[src/rtl/i2s_audio_tx.sv]
// i2s_audio_tx: Philips I2S transmitter with sample FIFO, volume and mono mix; `I2S_TX_HOLD_ON_UNDERRUN_EN repeats the last frame on underrun
module i2s_audio_tx #(
    parameter int SAMPLE_W   = 16,
    parameter int SLOT_W     = 16,
    parameter int FIFO_DEPTH = 4,
    parameter int DIV_W      = 8
) (
    input  logic                          clk,
    input  logic                          reset,
    input  logic [DIV_W-1:0]              bclk_div,
    input  logic [1:0]                    volume,
    input  logic                          mono_mix,
    input  logic                          in_valid,
    output logic                          in_ready,
    input  logic [SAMPLE_W-1:0]           in_left,
    input  logic [SAMPLE_W-1:0]           in_right,
    output logic                          i2s_bck,
    output logic                          i2s_ws,
    output logic                          i2s_din,
    output logic                          underrun,
    output logic [$clog2(FIFO_DEPTH):0]   fifo_level
);
    localparam int AW = $clog2(FIFO_DEPTH);
    localparam int LW = AW + 1;
    localparam int FW = 2 * SLOT_W;
    localparam int KW = $clog2(FW);

    logic [2*SAMPLE_W-1:0]        mem [FIFO_DEPTH];
    logic [AW-1:0]                wr_ptr, rd_ptr;
    logic [DIV_W-1:0]             cnt;
    logic [KW-1:0]                k, k_new, idx;
    logic [FW-1:0]                f, f_next, frame;
    logic signed [SAMPLE_W-1:0]   hl, hr, al, ar;
    logic [SAMPLE_W-1:0]          mix, ml, mr;
    logic                         live, wrap, fall, load, empty, push, pop;
`ifdef I2S_TX_HOLD_ON_UNDERRUN_EN
    logic [FW-1:0]                held;
`endif

    function automatic logic [SAMPLE_W-1:0] scale(input logic signed [SAMPLE_W-1:0] x, input logic [1:0] v);
        logic signed [SAMPLE_W-1:0] q2, q1;
        q2 = x >>> 2;
        q1 = x >>> 1;
        return v == 2'd0 ? '0 : v == 2'd1 ? q2 : v == 2'd2 ? q1 : x;
    endfunction

    function automatic logic [SLOT_W-1:0] slot(input logic [SAMPLE_W-1:0] x);
        logic [SLOT_W-1:0] s;
        s = SLOT_W'(x);
        return s << (SLOT_W - SAMPLE_W);
    endfunction

    always_comb begin
        empty    = fifo_level == '0;
        in_ready = live && !reset && fifo_level < LW'(FIFO_DEPTH);
        push     = in_valid && in_ready;
        wrap     = cnt >= bclk_div;
        fall     = wrap && i2s_bck;
        k_new    = k == KW'(FW - 1) ? '0 : k + KW'(1);
        load     = fall && k_new == KW'(1);
        pop      = load && !empty;
        {hl, hr} = mem[rd_ptr];
        // floor((L+R)/2) without a wider intermediate: halves plus the shared carry
        al       = hl >>> 1;
        ar       = hr >>> 1;
        mix      = al + ar + SAMPLE_W'(hl[0] & hr[0]);
        ml       = mono_mix ? mix : hl;
        mr       = mono_mix ? mix : hr;
        frame    = {slot(scale(ml, volume)), slot(scale(mr, volume))};
`ifdef I2S_TX_HOLD_ON_UNDERRUN_EN
        f_next   = load ? (empty ? held : frame) : f;
`else
        f_next   = load ? (empty ? '0 : frame) : f;
`endif
        idx      = k_new == '0 ? '0 : KW'(FW - int'(k_new));
    end

    always_ff @(posedge clk) begin
        if (reset) begin
            live       <= 1'b0;
            cnt        <= '0;
            i2s_bck    <= 1'b0;
            i2s_ws     <= 1'b0;
            i2s_din    <= 1'b0;
            underrun   <= 1'b0;
            k          <= '0;
            f          <= '0;
            wr_ptr     <= '0;
            rd_ptr     <= '0;
            fifo_level <= '0;
`ifdef I2S_TX_HOLD_ON_UNDERRUN_EN
            held       <= '0;
`endif
        end else begin
            live       <= 1'b1;
            cnt        <= wrap ? '0 : cnt + DIV_W'(1);
            i2s_bck    <= wrap ? ~i2s_bck : i2s_bck;
            underrun   <= load && empty;
            f          <= f_next;
            fifo_level <= fifo_level + LW'(push) - LW'(pop);
            if (fall) begin
                k       <= k_new;
                i2s_ws  <= k_new >= KW'(SLOT_W);
                i2s_din <= f_next[idx];
            end
            if (push) wr_ptr <= wr_ptr + AW'(1);
            if (pop) rd_ptr <= rd_ptr + AW'(1);
`ifdef I2S_TX_HOLD_ON_UNDERRUN_EN
            if (pop) held <= frame;
`endif
        end
    end

    always_ff @(posedge clk) begin
        if (push) mem[wr_ptr] <= {in_left, in_right};
    end
endmodule
[config.mk]
export PLATFORM = sky130hd
export DESIGN_NAME = i2s_audio_tx
export DESIGN_NICKNAME = d
export VERILOG_FILES = /design/src/rtl/i2s_audio_tx.sv
export SDC_FILE = /design/constraint.sdc
export NUM_CORES = 1
export LEC_CHECK = 0
export CAP_MARGIN = 25
export CORE_MARGIN = 2
export CORE_UTILIZATION = 30
export CTS_BUF_LIST = sky130_fd_sc_hd__clkbuf_8
export CTS_CLUSTER_SIZE = 10
export DETAILED_ROUTE_END_ITERATION = 6
export SYNTH_ARGS = -nofsm -noshare
export SYNTH_HDL_FRONTEND = slang
export SYNTH_SLANG_ARGS = --single-unit
[constraint.sdc]
create_clock -name clk -period 4.6 [get_ports clk]
set_input_delay 0.92 -clock clk [delete_from_list [all_inputs] [get_ports clk]]
set_output_delay 0.92 -clock clk [all_outputs]
set_load 0.005 [all_outputs]
==> flow_summary.ini, run 1 <==
[critical_path]
path_cells = buf_4, buf_4, mux4_2, ha_1, o211ai_1, a21oi_1, buf_4, o31ai_1, mux2i_1, nor2_1, o41ai_1, nor3_1, a211oi_1, o32ai_1, a32oi_1
crit_path_end_kind = flop
reg2reg_to = i2s_din$_SDFFE_PP0P_
cp_max_fo = 9
worstPathArrival_ps = 4690
cp_slowest_cell = mux4_2
path_buf_inv = 3
slowest_delay_ps = 560
critPathKind = flop to flop
start_kind = flop
reg2reg_setup_slack_ps = 320
cp_top_family = compound AO/OA/AOI/OAI gates
critPathRequiredTime_ps = 5010
r2r_cells = 15
crit_path_frequent_cell = buf_4

[global_route]
grtUsageMet2_pct = 22.2
grt_busiest_layer = met2
grt_usage_pct = 14.2
grt_pass1_vias = 7098
antenna_found_initial = 0
use_met1_pct = 20.5
use_met3_pct = 2.78
grt_max_degree = 45
globalRouteOverflowTotal = 0
grt_first_pass_wirelength_mm = 39.5

[floorplan]
row_count = 66
initial_core_util_pct = 30.6
die_w_um = 186
ios = 54
chipHeight_um = 186
core_area_mm2 = 0.0326
dieArea_mm2 = 0.0347

[cells_and_area]
nNetsFinal = 1042
diodes = 0
drive_gt1_share_pct = 14.0
layout_common_cells = edfxtp_1 (128), nand2_1 (84), nor2_1 (82)
finalNonFillerCells = 1414
final_common_cell = edfxtp_1
fillers = 3234
post-route-util_pct = 35.5
design_area_mm2 = 0.0116
areaGrowthSynthToFinish_pct = 16.0

[route]
routedWlPerCell_um = 17.7
drt_iter0_drc = 601
vias = 7364
drcViolationCount = 0
via_per_inst = 5.21
detail-route-antenna-nets = 0
drt-total-wl_mm = 25.0
first_pass_iters = 5

[cts]
cts_sinks = 186
cts_root_buf = clkbuf_8
postCtsSetupBuffers = 0
path_clk_slew_ps = 120
insertion_delay_ps = 480
cts_buffer_depth = 2
cts_buffers = 17
cts_resized = 0
cts_max_level = 4
ctsHoldBuffers = 0
cts_tree = done

[min_path]
whs_path_depth = 2
worstHoldStart = f[19]$_SDFF_PP0_
hold_class = flop to flop
holdPathEnd = f[19]$_SDFF_PP0_

[flow_run]
maxCapViolCount = 0

[power_and_ir_drop]
peakVddDrop_mv = 0.241
p_seq_share_pct = 53.6
power.density_mw_per_mm2 = 291
p_comb_share_pct = 9.9
p_sw_mw = 0.912
p_sw_share_pct = 27.0
p_leak_nw = 4.02
finalPower_mw = 3.37
internal-power_mw = 2.46
clkPwrFrac_pct = 36.5

[run_status]
outcome = complete, no violations

[synthesis]
synthXorXnorAreaFrac_pct = 1.76
synth_top_family_by_area = compound AO/OA/AOI/OAI gates
synth_fa_ha_area_share_pct = 4.86
synth-simple-area-share_pct = 13.7
synth_compound_area_share_pct = 17.1
synth_seq_area_share_pct = 50.2
synth_ff_type = edfxtp_1
synth.distinct_cells = 86
synthMuxAreaShare_pct = 8.86
yosys_register_bits = 186
synthesis.area_mm2 = 0.00998
synth_edf_count = 128
syn-instance-count = 899
synthArstFlopShare_pct = 0
syn_avg_cell_area_um2 = 11.1
ys.warnings.count = 0
syn-num-nets = 982

[timing]
fin_crit_ps = 4280
grt_setup_unrepaired = no
fin_worst_skew_ps = 21.1
setup_tns_ps = 0
setup_viol = 0
period_share_pct = 93.0
slew-limit-headroom_pct = 48.7
final_hold_viol_count = 0
fmax_mhz = 234
drv_slew = 0
worst_pin_slew_ps = 768

[placed_design]
place_area_mm2 = 0.0111
io_buffers = 53
place_inst = 1382
gp_congestion = 0.898
hpwlAfterDp_mm = 17.9
-- how the worst max path moves through the flow --
stage / depth (start not counted) / end / slack [ps]
floorplan: 21 / fifo_level[2]$_SDFF_PP0_ / 640
global placement: 16 / fifo_level[2]$_SDFF_PP0_ / 380
detailed placement: 16 / fifo_level[2]$_SDFF_PP0_ / 360
CTS: 15 / i2s_din$_SDFFE_PP0P_ / 370
global route: 15 / i2s_din$_SDFFE_PP0P_ / 130
finish: 15 / i2s_din$_SDFFE_PP0P_ / 320
-- logic make-up after synthesis --
family | count (synthesis)
adder cells (fa/ha/maj) | 37
buffers and inverters | 79
multiplexers | 48
AND/OR/NAND/NOR | 287
AO/OA/AOI/OAI | 242
XOR/XNOR | 20
flip-flops | 186
-- sequential cells by signal (all words and copies together) (netlist names), 2 cells and up, named ones only --
name        flops
mem           128
f              32
cnt             8
k               4
fifo_level      3
rd_ptr          2
wr_ptr          2
-- cells in the mapped netlist (all sizes together) (7+ instances only) --
library cell | n | area share [%]
nand2 | 85 | 3.2
o211ai | 9 | 0.68
buf | 29 | 1.7
a211oi | 18 | 1.7
o31ai | 8 | 0.65
nand2b | 8 | 0.50
clkbuf | 22 | 0.83
xor2 | 9 | 0.79
nand3 | 26 | 1.3
nor2 | 82 | 3.1
o21ai | 40 | 2.0
xnor2 | 11 | 0.97
edfxtp | 128 | 39
inv | 28 | 1.1
a21oi | 63 | 3.3
nor3 | 9 | 0.50
dfxtp | 58 | 12
mux2i | 13 | 1.3
and2 | 28 | 1.8
a31oi | 18 | 1.3
nor4 | 7 | 0.50
ha | 34 | 4.3
and3 | 16 | 1.0
mux4 | 32 | 7.2
a21o | 17 | 1.3
-- power by group through the flow --
stage | Combinational [mW] | Clock [mW] | Sequential [mW]
3_3_place_gp | 0.325 | 0 | 1.85
4_1_cts | 0.329 | 1.25 | 1.81
6_report | 0.333 | 1.23 | 1.81
2_1_floorplan | 0.197 | 0 | 1.85
3_5_place_dp | 0.327 | 0 | 1.85
5_1_grt | 0.362 | 1.33 | 1.81
-- cell type report --
type | instances | area, um2 | share of cell area (%)
Clock buffer | 17 | 234 | 2.02
Multi-Input combinational cell | 634 | 4620 | 39.9
Sequential cell | 186 | 5010 | 43.2
Inverter | 28 | 105 | 0.908
Tap cell | 442 | 553 | 4.78
Clock inverter | 15 | 215 | 1.86
Timing Repair Buffer | 92 | 843 | 7.29
-- through the flow --
step	setup slack (ps)	hold WS [ps]
after floorplan	643	432
after global placement	382	440
after detailed placement	356	450
after CTS	373	467
after global routing	129	495
final	320	467
-- metal layers --
metal  wire [um]  up-vias  share of wire (%)
met5           0        -                  0
met3        1450       19                5.8
met1       12000     3566                 48
met4         265        0                1.1
li1            -     3541                  -
met2       11300      238                 45
-- worst register-to-register path: stages (launching register included) --
cell	delay, ps
dfxtp_2	510
buf_4	220
buf_4	160
mux4_2	560
ha_1	350
o211ai_1	140
a21oi_1	90
buf_4	150
o31ai_1	440
mux2i_1	320
nor2_1	70
o41ai_1	500
nor3_1	100
a211oi_1	320
o32ai_1	140
a32oi_1	150
(Power assumes the default switching activity.)
==> run 2, diff against run 1 <==
- SLEW_MARGIN: not set -> 30
==> results of run 2 <==
The final DEF is identical to that of run 1; final timing and power are the same.
==> run 3, diff against run 2 <==
- CTS_CLUSTER_SIZE: 10 -> not set
- PLACE_DENSITY: not set -> 0.55
- REMOVE_ABC_BUFFERS: not set -> 1
==> flow_summary.ini, run 3 (synthesis gave the netlist of run 1 again) <==
[power_and_ir_drop]
peakVddDrop_mv = 0.196
power.density_mw_per_mm2 = 295
finalPower_mw = 3.38
p_leak_nw = 3.96

[cts]
postCtsSetupBuffers = 0
cts_resized = 0
path_clk_slew_ps = 100
cts_buffer_depth = 2
cts_sinks = 186
cts_max_level = 4
cts_tree = done
cts_buffers = 17
insertion_delay_ps = 490
cts_root_buf = clkbuf_8
ctsHoldBuffers = 0

[placed_design]
hpwlAfterDp_mm = 17.5
gp_congestion = 0.908
place_inst = 1370
dp_slack_ps = 339
place_area_mm2 = 0.0110
io_buffers = 53

[timing]
slew-limit-headroom_pct = 50.2
fin_worst_skew_ps = 19.4
period_share_pct = 93.1
setup_ws_ps = 316
setup_tns_ps = 0
setup_viol = 0
final_hold_viol_count = 0
worst_pin_slew_ps = 746
grt_setup_unrepaired = no
fin_crit_ps = 4280
drv_slew = 0
fmax_mhz = 233

[min_path]
worstHoldStart = f[19]$_SDFF_PP0_
holdPathEnd = f[19]$_SDFF_PP0_
whs_path_depth = 2
hold_class = flop to flop

[route]
top_layer = met4
drt_iter0_drc = 489
vias = 7355
wl_met2_mm = 11.7
drt-met1-wl_mm = 11.7
wl_met3_mm = 1.17
detail-route-antenna-nets = 0
via_per_inst = 5.25
first_pass_iters = 6
drt-total-wl_mm = 24.9
drcViolationCount = 0
routedWlPerCell_um = 17.8

[cells_and_area]
final_common_cell = edfxtp_1
layout_common_cells = edfxtp_1 (128), nand2_1 (84), nor2_1 (82)
design_area_mm2 = 0.0115
areaGrowthSynthToFinish_pct = 15.2
drive_gt1_share_pct = 12.8
finalNonFillerCells = 1402
nNetsFinal = 1030
reg_top3 = mem (128), f (32), cnt (8)
largest_reg_flops = 128
regMostFlops = mem
diodes = 0

[floorplan]
die_w_um = 186
core_area_mm2 = 0.0326
dieArea_mm2 = 0.0347
row_count = 66
initial_core_util_pct = 30.6
ios = 54
chipHeight_um = 186

[global_route]
grt_max_degree = 45
grt_usage_pct = 14.3
grt_pass1_vias = 7128
grt_first_pass_wirelength_mm = 39.8
antenna_found_initial = 1
globalRouteOverflowTotal = 0

[critical_path]
reg2reg_setup_slack_ps = 320
r2r_cells = 14
critPathRequiredTime_ps = 5010
worstPathArrival_ps = 4700
critPathKind = flop to flop
cp_max_fo = 8
crit_path_end_kind = flop
start_kind = flop
reg2reg_to = i2s_din$_SDFFE_PP0P_

[run_status]
outcome = complete, no violations

[flow_run]
maxCapViolCount = 0
run 3: per-stage QoR:
step	util (%)	hold slack [ps]
3_3_place_gp	33.8	441
4_1_cts	35.2	462
3_5_place_dp	33.8	449
2_1_floorplan	-	426
6_report	35.2	462
5_1_grt	35.2	487
run 3: worst max path at each step:
stage,from,end,slack [ps],cells past startpoint
global placement,bclk_div[7],i2s_din$_SDFFE_PP0P_,370,14
finish,flop,i2s_din$_SDFFE_PP0P_,320,14
global route,flop,i2s_din$_SDFFE_PP0P_,40,14
detailed placement,flop,i2s_din$_SDFFE_PP0P_,340,14
CTS,flop,i2s_din$_SDFFE_PP0P_,320,14
floorplan,flop,i2s_din$_SDFFE_PP0P_,-100,14
run 3: layout make-up:
cell class,instances,area [um2]
clock buffer,17,234
clock inverter,15,223
fill,3247,21100
inverter,28,105
multi-input combinational,634,4620
sequential,186,5010
tap,442,553
timing repair buffer,80,753
run 3: critical path, cell delays in order, from the launching register on:
cell and delay (ps):
dfxtp_1 610, mux2i_1 140, mux2_1 350, fa_1 450, fa_1 410, nand2b_1 200
a21o_1 250, a21o_1 230, xor2_1 160, a221oi_2 420, a22oi_1 190, and2_1 200
o32ai_1 290, o32ai_1 150, a32oi_1 160
run 3: layer usage:
metal | track usage [%] | vias to the layer above
met5 | 0 | -
met4 | 3.97 | 0
met3 | 2.48 | 24
met2 | 22.9 | 186
met1 | 20.0 | 3642
li1 | - | 3503
run 3: report_power, final:
group          internal, mW  total (mW)  switching [mW]
clock network         0.570        1.25           0.680
registers              1.80        1.81         0.00753
logic                 0.132       0.326           0.194
